===== src/rtl/accu_fsm_top.sv =====
// rtl/accu_fsm_top.sv - button-stepped accumulator with synchronized, edge-detected step input
// Each press of next advances a five-state load/add/sub/hold sequence applied to acc.
module accu_fsm_top #(
  parameter int WIDTH   = 8,
  parameter int SYNC_FF = 2
) (
  input  logic             clk,
  input  logic             reset,
  input  logic             next,
  input  logic [WIDTH-1:0] in,
  output logic [WIDTH-1:0] out,
  output logic [3:0]       state_display
);

  typedef enum logic [2:0] {
    IDLE = 3'd0,
    LOAD = 3'd1,
    ADD  = 3'd2,
    SUB  = 3'd3,
    DONE = 3'd4
  } state_t;

  state_t             state, state_nxt;
  logic [WIDTH-1:0]   acc, acc_nxt;
  logic [SYNC_FF-1:0] sync;
  logic               prev;
  logic               step;

  // Flops reset high so a button held through reset release does not count as a press.
  always_ff @(posedge clk or negedge reset) begin
    if (!reset) begin
      sync <= '1;
      prev <= 1'b1;
    end else begin
      sync <= {sync[SYNC_FF-2:0], next};
      prev <= sync[SYNC_FF-1];
    end
  end

  assign step = sync[SYNC_FF-1] & ~prev;

  always_ff @(posedge clk or negedge reset) begin
    if (!reset) begin
      state <= IDLE;
      acc   <= '0;
    end else begin
      state <= state_nxt;
      acc   <= acc_nxt;
    end
  end

  always_comb begin
    state_nxt = state;
    acc_nxt   = acc;
    case (state)
      IDLE: if (step) begin state_nxt = LOAD; acc_nxt = in;       end
      LOAD: if (step) begin state_nxt = ADD;  acc_nxt = acc + in; end
      ADD:  if (step) begin state_nxt = SUB;  acc_nxt = acc - in; end
      SUB:  if (step) begin state_nxt = DONE;                     end
      DONE: if (step) begin state_nxt = LOAD; acc_nxt = in;       end
      // Codes 5..7 are unreachable; recover to a clean start.
      default: begin
        state_nxt = IDLE;
        acc_nxt   = '0;
      end
    endcase
  end

  assign out           = acc;
  assign state_display = {1'b0, state};

endmodule


===== config.mk =====
export PLATFORM = sky130hd
export DESIGN_NAME = accu_fsm_top
export DESIGN_NICKNAME = d
export VERILOG_FILES = /design/src/rtl/accu_fsm_top.sv
export SDC_FILE = /design/constraint.sdc
export NUM_CORES = 1
export LEC_CHECK = 0
export BUFFER_PORTS_ARGS = -buffer_cell sky130_fd_sc_hd__buf_2
export CAP_MARGIN = 20
export CELL_PAD_IN_SITES_DETAIL_PLACEMENT = 0
export CELL_PAD_IN_SITES_GLOBAL_PLACEMENT = 1
export CORE_MARGIN = 2
export CORE_UTILIZATION = 40
export CTS_CLUSTER_DIAMETER = 40
export CTS_CLUSTER_SIZE = 16
export DETAILED_ROUTE_END_ITERATION = 8
export PLACE_DENSITY_LB_ADDON = 0.3
export SYNTH_ARGS = -nofsm -noshare
export SYNTH_HDL_FRONTEND = slang
export SYNTH_SLANG_ARGS = --single-unit
export TNS_END_PERCENT = 5

===== constraint.sdc =====
create_clock -name clk -period 2.9 [get_ports clk]
set_input_delay 0.58 -clock clk [delete_from_list [all_inputs] [get_ports clk]]
set_output_delay 0.58 -clock clk [all_outputs]
set_load 0.01 [all_outputs]

==> metrics.md, run 1 <==
| Metric | Value |
|---|---|
| CP max stage cell | `nor3b_2` |
| Required time of the critical path | `3.07 ns` |
| Area grow syn2layout | `14.8%` |
| Bufs and invs on worst path | `0` |
| Worst Skew | `0.00179 ns` |
| Largest net degree at the start of global routing | `18` |
| Slew Limit Headroom | `56.2%` |
| Fmax | `390 MHz` |
| Leakage | `0.605 nW` |
| Die Area | `0.00325 sq mm` |
| Die Width | `57 um` |
| Ys flop type | `dfrtp_1` |
| Share of cells above drive strength 1 | `25.7%` |
| Pwr Density | `1130 mW/mm^2` |
| Num rows | `19` |
| Commonest non-fill, non-tap cells in the layout | `21 x buf_2, 12 x nor2_1, 12 x nand2_1` |
| Post-Syn Area | `0.00112 sq mm` |
| DP HPWL | `1970 um` |
| Finish-stage setup viols | `0` |
| Port bufs | `21` |
| Critical Path, Cell by Cell | `nor3b_2 -> nor2_1 -> xnor2_1 -> ha_1 -> nand2_1 -> o21ai_0 -> a21oi_1 -> nor4b_1 -> nor3_1` |
| CP Max Fanout | `7` |
| Pre-Repair DR Iteration Count | `4` |
| CTS tree | `built` |
| GPL Wtd Cong | `0.872` |
| Kind of critical path | `reg2reg` |
| Post-route ant nets | `0` |
| Setup TNS | `0 ns` |
| Least-Margin Pin Slew | `0.655 ns` |
| RSZ-0062 raised after global routing | `false` |
| Final Cycle Share | `88.5%` |
| Synthesized net count | `149` |
| Synth Instances | `129` |
| N_diodes | `0` |
| Worst Setup Start Kind | `flop` |
| Clock Latency Late Sink | `0.28 ns` |
| Fin. Hold Viols | `0` |
| Post-Place Cells | `179` |
| Starting DRT DRC Count | `50` |
| Fin. max-slew vios | `0` |
| Critical path's top delay family | `simple AND/OR/NAND/NOR gates` |
| GRT overflow | `0` |
| Via count | `992` |
| Yosys reg bits | `14` |
| Placeable core area | `0.00271 sq mm` |
| Post_cts resized | `0` |
| Initial core utilization | `41.5%` |
| CTS Buffer Depth | `2` |
| YS warnings | `0` |
| Period minus WS final | `2.57 ns` |
| Die height | `57 um` |
| Final wirelength | `2580 um` |
| Vias in the first global route | `924` |
| Root Driver | `clkbuf_4` |
| Total GRT Usage | `17.4%` |
| # fillers | `292` |
| Clock Sinks | `14` |
| CP arrival | `2.73 ns` |
| Max incr delay on CP | `0.46 ns` |
| First-pass GRT wire length | `4440 um` |
| Worst hold path type | `in2async` |
| NumNets Final | `173` |
| Peak VDD IR | `572 uV` |
| Num CTS Buffers | `3` |
| Ports | `23` |
| Ys async rst share | `100%` |
| R2R setup slack | `0.33 ns` |
| Routed WL per cell | `14.1 um` |
| Commonest non-fill, non-tap cell in the layout | `buf_2` |
| Drt drc | `0` |
| Count of non-filler cells in the finished layout | `183` |
| Post-synth cell types | `43` |
| Endpoint class of the critical path | `flop` |
| Clock H-tree levels | `1` |
| EDFF count, synth | `0` |
| # Post-CTS Setup Buffers | `0` |
| Initial antenna violation count | `0` |
| Seq/Total Area, Yosys | `31.5%` |
| Outcome | `complete, no violations` |
| Worst-path clk slew | `0.10 ns` |
| Mean area per synthesized cell | `8.71 sq um` |
| Post-cts hold buffer count | `0` |
| Max-cap viol count | `0` |
| DR vias/cell | `5.42` |
## report_power, final
group / total, mW / switching [mW] / internal [mW]
clock network: 0.148 / 0.0720 / 0.0764
logic: 0.988 / 0.556 / 0.433
registers: 0.317 / 0.0499 / 0.267
## worst reg2reg max path: stages, from the launching register on
cell     delay (ns)
dfrtp_1        0.41
nor3b_2        0.46
nor2_1         0.11
xnor2_1        0.15
ha_1           0.34
nand2_1        0.06
o21ai_0        0.37
a21oi_1        0.15
nor4b_1        0.30
nor3_1         0.10
## cells in the mapped netlist (2+ instances only)
library cell | n | share of area, %
xnor2_1 | 7 | 5.5
buf_2 | 2 | 0.89
xor2_1 | 3 | 2.3
dfstp_2 | 3 | 7.0
a31oi_1 | 6 | 3.3
nand2_1 | 12 | 4.0
a21o_1 | 2 | 1.3
inv_1 | 8 | 2.7
a21oi_1 | 8 | 3.6
o21a_1 | 3 | 2.0
nor3_1 | 3 | 1.3
o21ai_0 | 11 | 4.9
ha_1 | 8 | 8.9
buf_4 | 2 | 1.3
nand2b_1 | 2 | 1.1
nor2_1 | 12 | 4.0
dfrtp_1 | 11 | 24
## cell type report
| type | instances | area (sq um) | area share [%] |
|---|---|---|---|
| Clock buffer | 4 | 36.3 | 2.81 |
| Inverter | 8 | 30.0 | 2.33 |
| Multi-Input combinational cell | 102 | 703 | 54.5 |
| Timing Repair Buffer | 24 | 128 | 9.89 |
| Sequential cell | 14 | 354 | 27.4 |
| Tap cell | 31 | 38.8 | 3.01 |
## metal layers
layer | up-vias | track usage [%] | wire length [um]
li1 | 497 | - | -
met1 | 467 | 25.8 | 1240
met2 | 26 | 26.4 | 1200
met3 | 2 | 4.08 | 126
met4 | 0 | 2.99 | 12
met5 | - | 0 | 0
## logic make-up (layout without fill, tap and decap cells)
| logic type | count (synthesis) | count (layout) | share of synthesized area [%] |
|---|---|---|---|
| compound gates | 36 | 36 | 19.6 |
| simple gates | 44 | 44 | 21.7 |
| fa+ha+maj | 9 | 9 | 10.7 |
| mux | 1 | 1 | 1.00 |
| other cells | 1 | 1 | 0.334 |
| flops | 14 | 14 | 31.5 |
| buf+inv | 13 | 36 | 5.90 |
| xor+xnor | 11 | 11 | 9.24 |
## worst paths after layout
path / depth (start not counted) / end / start
setup / recovery: 9 / out[7]$_DFFE_PN0P_ / state[0]$_DFFE_PN0P_
min in group clk: 0 / sync[1]$_DFF_PN1_ / sync[0]$_DFF_PN1_
hold reg to reg: 0 / sync[1]$_DFF_PN1_ / sync[0]$_DFF_PN1_
max in group asynchronous: 1 / prev$_DFF_PN1_ / reset
hold / removal: 1 / out[6]$_DFFE_PN0P_ / reset
setup reg to reg: 9 / out[7]$_DFFE_PN0P_ / state[0]$_DFFE_PN0P_
## registers in the layout, indices dropped and copies added, names as in the netlist
name   count
out        8
state      3
prev       1
sync       2
## through the flow
step	total power, mW	setup WS, ns	instance area (sq um)	hold slack [ns]	utilization (%)
6_report	1.45	0.334	1290	0.183	47.6
5_1_grt	1.62	0.0397	1290	0.193	47.6
4_1_cts	1.46	0.347	1290	0.192	47.6
3_5_place_dp	1.31	0.211	1250	0.348	46.3
3_3_place_gp	1.29	0.215	1250	0.346	46.3
2_1_floorplan	1.07	0.449	1120	0.284	-
Power figures use the tool's default switching activity.
==> run 2: changes to the inputs <==
--- a/config.mk
+++ b/config.mk
@@ -15,6 +15,7 @@
 export CTS_CLUSTER_SIZE = 16
 export DETAILED_ROUTE_END_ITERATION = 8
 export PLACE_DENSITY_LB_ADDON = 0.3
+export REMOVE_ABC_BUFFERS = 1
 export SYNTH_ARGS = -nofsm -noshare
 export SYNTH_HDL_FRONTEND = slang
 export SYNTH_SLANG_ARGS = --single-unit
==> metrics.md, run 2 (synthesis gave the netlist of run 1 again) <==
| Metric | Value |
|---|---|
| Outcome | `complete, no violations` |
| Largest net degree at the start of global routing | `18` |
| Worst Slack Setup Final | `0.318 ns` |
| Max incr delay on CP | `0.44 ns` |
| Root Driver | `clkbuf_4` |
| Routed WL per cell | `13.9 um` |
| CTS Buffer Depth | `2` |
| Starting DRT DRC Count | `19` |
| Slew Limit Headroom | `57.3%` |
| Net switching power figure | `0.678 mW` |
| Placeable core area | `0.00271 sq mm` |
| Design area | `0.00129 sq mm` |
| Switching Fraction | `46.6%` |
| DP HPWL | `1940 um` |
| CP Max Fanout | `7` |
| GRT overflow | `0` |
| Final wirelength | `2550 um` |
| Total GRT Usage | `17.0%` |
| Worst Skew | `0.0131 ns` |
| Worst Setup Start Kind | `flop` |
| Ports | `23` |
| Fin. Hold Viols | `0` |
| Die height | `57 um` |
| Endpoint class of the critical path | `flop` |
| Via count | `965` |
| Power, Total | `1.45 mW` |
| Pre-Repair DR Iteration Count | `4` |
| Max reg flops | `8` |
| Worst R2R Path Depth | `9` |
| Vias in the first global route | `873` |
| # fillers | `283` |
| First-pass GRT wire length | `4250 um` |
| Worst-path clk slew | `0.10 ns` |
| Clock Latency Late Sink | `0.29 ns` |
| CP arrival | `2.76 ns` |
| Clock H-tree levels | `1` |
| Commonest non-fill, non-tap cells in the layout | `21 x buf_2, 12 x nor2_1, 12 x nand2_1` |
| Register share of total power | `21.6%` |
| Kind of critical path | `reg2reg` |
| Least-Margin Pin Slew | `0.638 ns` |
| Post-route ant nets | `0` |
| Pre-CTS WS | `0.218 ns` |
| Share of cells above drive strength 1 | `25.7%` |
| Finish-stage setup viols | `0` |
| Critical Path, Cell by Cell | `nor3b_2 -> nor2_1 -> xnor2_1 -> ha_1 -> nand2_1 -> o21ai_0 -> a21oi_1 -> nor4b_1 -> nor3_1` |
| Int Power | `0.776 mW` |
| Fin. max-slew vios | `0` |
| Initial antenna violation count | `0` |
| Fmax | `387 MHz` |
| Worst hold slack | `0.172 ns` |
| Commonest non-fill, non-tap cell in the layout | `buf_2` |
| Area grow syn2layout | `14.8%` |
| CP max stage cell | `nor3b_2` |
| Required time of the critical path | `3.08 ns` |
| Final Cycle Share | `89.0%` |
| Port bufs | `21` |
| Period minus WS final | `2.58 ns` |
| Clk pwr share | `10.3%` |
| Pwr Density | `1130 mW/mm^2` |
| NumNets Final | `173` |
| Post_cts resized | `0` |
| Initial core utilization | `41.5%` |
| DR vias/cell | `5.27` |
| Num CTS Buffers | `3` |
| Setup TNS | `0 ns` |
| Gate power share | `68.1%` |
| N_diodes | `0` |
| Worst hold path type | `in2async` |
| Die Area | `0.00325 sq mm` |
| Post-cts hold buffer count | `0` |
| Max-cap viol count | `0` |
| Num rows | `19` |
| Leakage | `0.605 nW` |
| Drt drc | `0` |
| Area after DPL | `0.00125 sq mm` |
| Die Width | `57 um` |
| CTS tree | `built` |
| Clock Sinks | `14` |
| GPL Wtd Cong | `0.802` |
| Peak VDD IR | `580 uV` |
| # Post-CTS Setup Buffers | `0` |
| RSZ-0062 raised after global routing | `false` |
run 2: cell counts in the layout (fill, tap and decap cells not counted):
No cell type changed its count.
run 2: through the flow:
step / util (%) / instances
2_1_floorplan: - / 124
3_3_place_gp: 46.3 / 179
3_5_place_dp: 46.3 / 179
4_1_cts: 47.6 / 183
5_1_grt: 47.6 / 183
6_report: 47.6 / 183
run 2: path summary, 6_finish.rpt:
path	end	slack, ns	from
min in group clk	sync[1]$_DFF_PN1_	0.36	sync[0]$_DFF_PN1_
max in group asynchronous	sync[0]$_DFF_PN1_	2.41	reset
min	out[5]$_DFFE_PN0P_	0.17	reset
max	out[7]$_DFFE_PN0P_	0.32	state[0]$_DFFE_PN0P_
max reg2reg	out[7]$_DFFE_PN0P_	0.32	state[0]$_DFFE_PN0P_
min reg2reg	sync[1]$_DFF_PN1_	0.36	sync[0]$_DFF_PN1_
run 2: cell type report:
type | count | area, sq um | share of cell area (%)
clock buffers | 4 | 36.3 | 2.81
inverters | 8 | 30.0 | 2.33
repair buffers | 24 | 128 | 9.89
well taps | 31 | 38.8 | 3.01
multi-input cells | 102 | 703 | 54.5
flip-flops and latches | 14 | 354 | 27.4
run 2: worst max-delay path, delay by kind of cell (launching register included):
family	cells	cell delay [ns]
AO/OA/AOI/OAI	2	0.58
flip-flops	1	0.40
AND/OR/NAND/NOR	5	1.00
XOR/XNOR	1	0.15
adder cells (fa/ha/maj)	1	0.35
run 2: power groups by stage:
stage / Combinational [mW] / Sequential, mW / Clock, mW
after floorplan: 0.665 / 0.375 / 0
after global placement: 0.979 / 0.318 / 0
after detailed placement: 0.985 / 0.321 / 0
after CTS: 0.993 / 0.317 / 0.156
after global routing: 1.11 / 0.325 / 0.164
final: 0.990 / 0.315 / 0.149
run 2: per-layer routing:
metal	routed length [um]	GRT usage, %	vias to the layer above
li1	-	-	497
met1	1260	25.5	443
met2	1130	25.0	21
met3	130	2.49	4
met4	28	5.98	0
met5	0	0	-
==> run 3: changes to the inputs <==
--- a/config.mk
+++ b/config.mk
@@ -16,6 +16,7 @@
 export DETAILED_ROUTE_END_ITERATION = 8
 export PLACE_DENSITY_LB_ADDON = 0.3
 export REMOVE_ABC_BUFFERS = 1
+export SLEW_MARGIN = 0
 export SYNTH_ARGS = -nofsm -noshare
 export SYNTH_HDL_FRONTEND = slang
 export SYNTH_SLANG_ARGS = --single-unit
==> constraint.sdc (replaced) <==
create_clock -name clk -period 2.9 [get_ports clk]
set_input_delay 0.145 -clock clk [delete_from_list [all_inputs] [get_ports clk]]
set_output_delay 0.145 -clock clk [all_outputs]
set_load 0.01 [all_outputs]
==> metrics.md, run 3 (synthesis gave the netlist of run 1 again) <==
| Metric | Value |
|---|---|
| Outcome | `complete, no violations` |
| Clock Latency Late Sink | `0.28 ns` |
| Worst-path clk slew | `0.09 ns` |
| Fmax | `373 MHz` |
| CP Max Fanout | `8` |
| Max incr delay on CP | `0.51 ns` |
| Pwr Density | `1100 mW/mm^2` |
| NumNets Final | `174` |
| Critical Path, Cell by Cell | `nor3b_2 -> mux2_2 -> fa_1 -> nand2b_1 -> a21oi_1 -> o21a_1 -> or4b_1 -> nand3_1` |
| Clock H-tree levels | `1` |
| Share of cells above drive strength 1 | `24.8%` |
| Pre-CTS WS | `0.259 ns` |
| Final Cycle Share | `92.4%` |
| # Post-CTS Setup Buffers | `0` |
| Die height | `57 um` |
| GRT overflow | `0` |
| Via count | `991` |
| Setup TNS | `0 ns` |
| Hold path start | `in[6]` |
| Num rows | `19` |
| Hold EP | `out[6]$_DFFE_PN0P_` |
| Finish-stage setup viols | `0` |
| Slew Limit Headroom | `59.2%` |
| DP HPWL | `1920 um` |
| Final wirelength | `2530 um` |
| Post_cts resized | `0` |
| Worst Setup Start Kind | `flop` |
| Count of non-filler cells in the finished layout | `184` |
| Root Driver | `clkbuf_4` |
| Leakage | `0.609 nW` |
| Endpoint class of the critical path | `flop` |
| Num CTS Buffers | `3` |
| Period minus WS final | `2.68 ns` |
| N_diodes | `0` |
| Post-route ant nets | `0` |
| GPL Wtd Cong | `0.840` |
| Starting DRT DRC Count | `18` |
| Fin. Hold Viols | `0` |
| Worst R2R Path Depth | `8` |
| Drt drc | `0` |
| Initial core utilization | `41.5%` |
| Routed WL per cell | `13.7 um` |
| Commonest non-fill, non-tap cell in the layout | `buf_2` |
| Pre-Repair DR Iteration Count | `6` |
| Port bufs | `21` |
| Fin. max-slew vios | `0` |
| Initial antenna violation count | `0` |
| Worst hold path cell count | `3` |
| Power, Total | `1.44 mW` |
| Ports | `23` |
| Required time of the critical path | `3.07 ns` |
| Worst Skew | `0.00461 ns` |
| RR Endpoint | `out[6]$_DFFE_PN0P_` |
| Clock Sinks | `14` |
| CP startpoint | `state[1]$_DFFE_PN0P_` |
| Worst Slack Setup Final | `0.219 ns` |
| First-pass GRT wire length | `4080 um` |
| CP arrival | `2.85 ns` |
| Final core utilization | `48.1%` |
| Total GRT Usage | `16.4%` |
| DR vias/cell | `5.39` |
| Worst hold path type | `in2reg` |
| R2R setup slack | `0.22 ns` |
| CTS tree | `built` |
| R2R Path Start | `state[1]$_DFFE_PN0P_` |
| CTS Buffer Depth | `2` |
| Peak VDD IR | `556 uV` |
| Post-cts hold buffer count | `2` |
| Placeable core area | `0.00271 sq mm` |
| Post-Place Cells | `178` |
| Max reg flops | `8` |
| Kind of critical path | `reg2reg` |
| Least-Margin Pin Slew | `0.612 ns` |
| Area grow syn2layout | `15.9%` |
| Commonest non-fill, non-tap cells in the layout | `21 x buf_2, 12 x nor2_1, 12 x nand2_1` |
| Max-cap viol count | `0` |
| Largest net degree at the start of global routing | `18` |
| Die Width | `57 um` |
| Vias in the first global route | `880` |
| Die Area | `0.00325 sq mm` |
| RSZ-0062 raised after global routing | `false` |
| CP max stage cell | `dfrtp_1` |
run 3: cell count changes in the layout (fill, tap and decap cells not counted):
cell	before	now
buf_4	3	2
dlygate4sd3_1	0	2
run 3: layer usage:
metal  track usage [%]  wire, um  up-vias
met3              2.27       101        4
met1              23.4      1300      466
li1                  -         -      498
met2              24.1      1090       23
met4              8.97        40        0
met5                 0         0        -
run 3: area by class of cell:
cell class,instances,area (sq um)
well taps,31,38.8
multi-input cells,102,703
clock buffers,4,36.3
flip-flops and latches,14,354
inverters,8,30.0
fillers,279,1410
repair buffers,25,140
run 3: metrics by stage:
step	hold slack, ns	instance area, sq um
finish	0.133	1300
global route	0.127	1300
CTS	0.119	1300
detailed placement	0.0742	1250
global placement	0.0738	1250
floorplan	-0.151	1090
run 3: report_power, final:
part / leakage [nW] / total, mW / internal, mW / switching, mW
Combinational: 0.422 / 0.960 / 0.423 / 0.536
Clock: 0.0210 / 0.144 / 0.0763 / 0.0677
Sequential: 0.165 / 0.333 / 0.267 / 0.0658
Total: 0.609 / 1.44 / 0.767 / 0.670
run 3: worst max-delay path: cells and delay by family (launching register included):
kind	cells	cell delay [ns]
compound gates	2	0.36
fa+ha+maj	1	0.44
flops	1	0.51
mux	1	0.42
simple gates	4	0.83
run 3: worst max-delay path by stage:
stage	to	slack (ns)	cells after the start
after floorplan	out[6]$_DFFE_PN0P_	0.45	9
after global routing	out[4]$_DFFE_PN0P_	0.07	8
after global placement	out[6]$_DFFE_PN0P_	0.32	8
after CTS	out[6]$_DFFE_PN0P_	0.23	8
after detailed placement	out[6]$_DFFE_PN0P_	0.26	8
final	out[6]$_DFFE_PN0P_	0.22	8
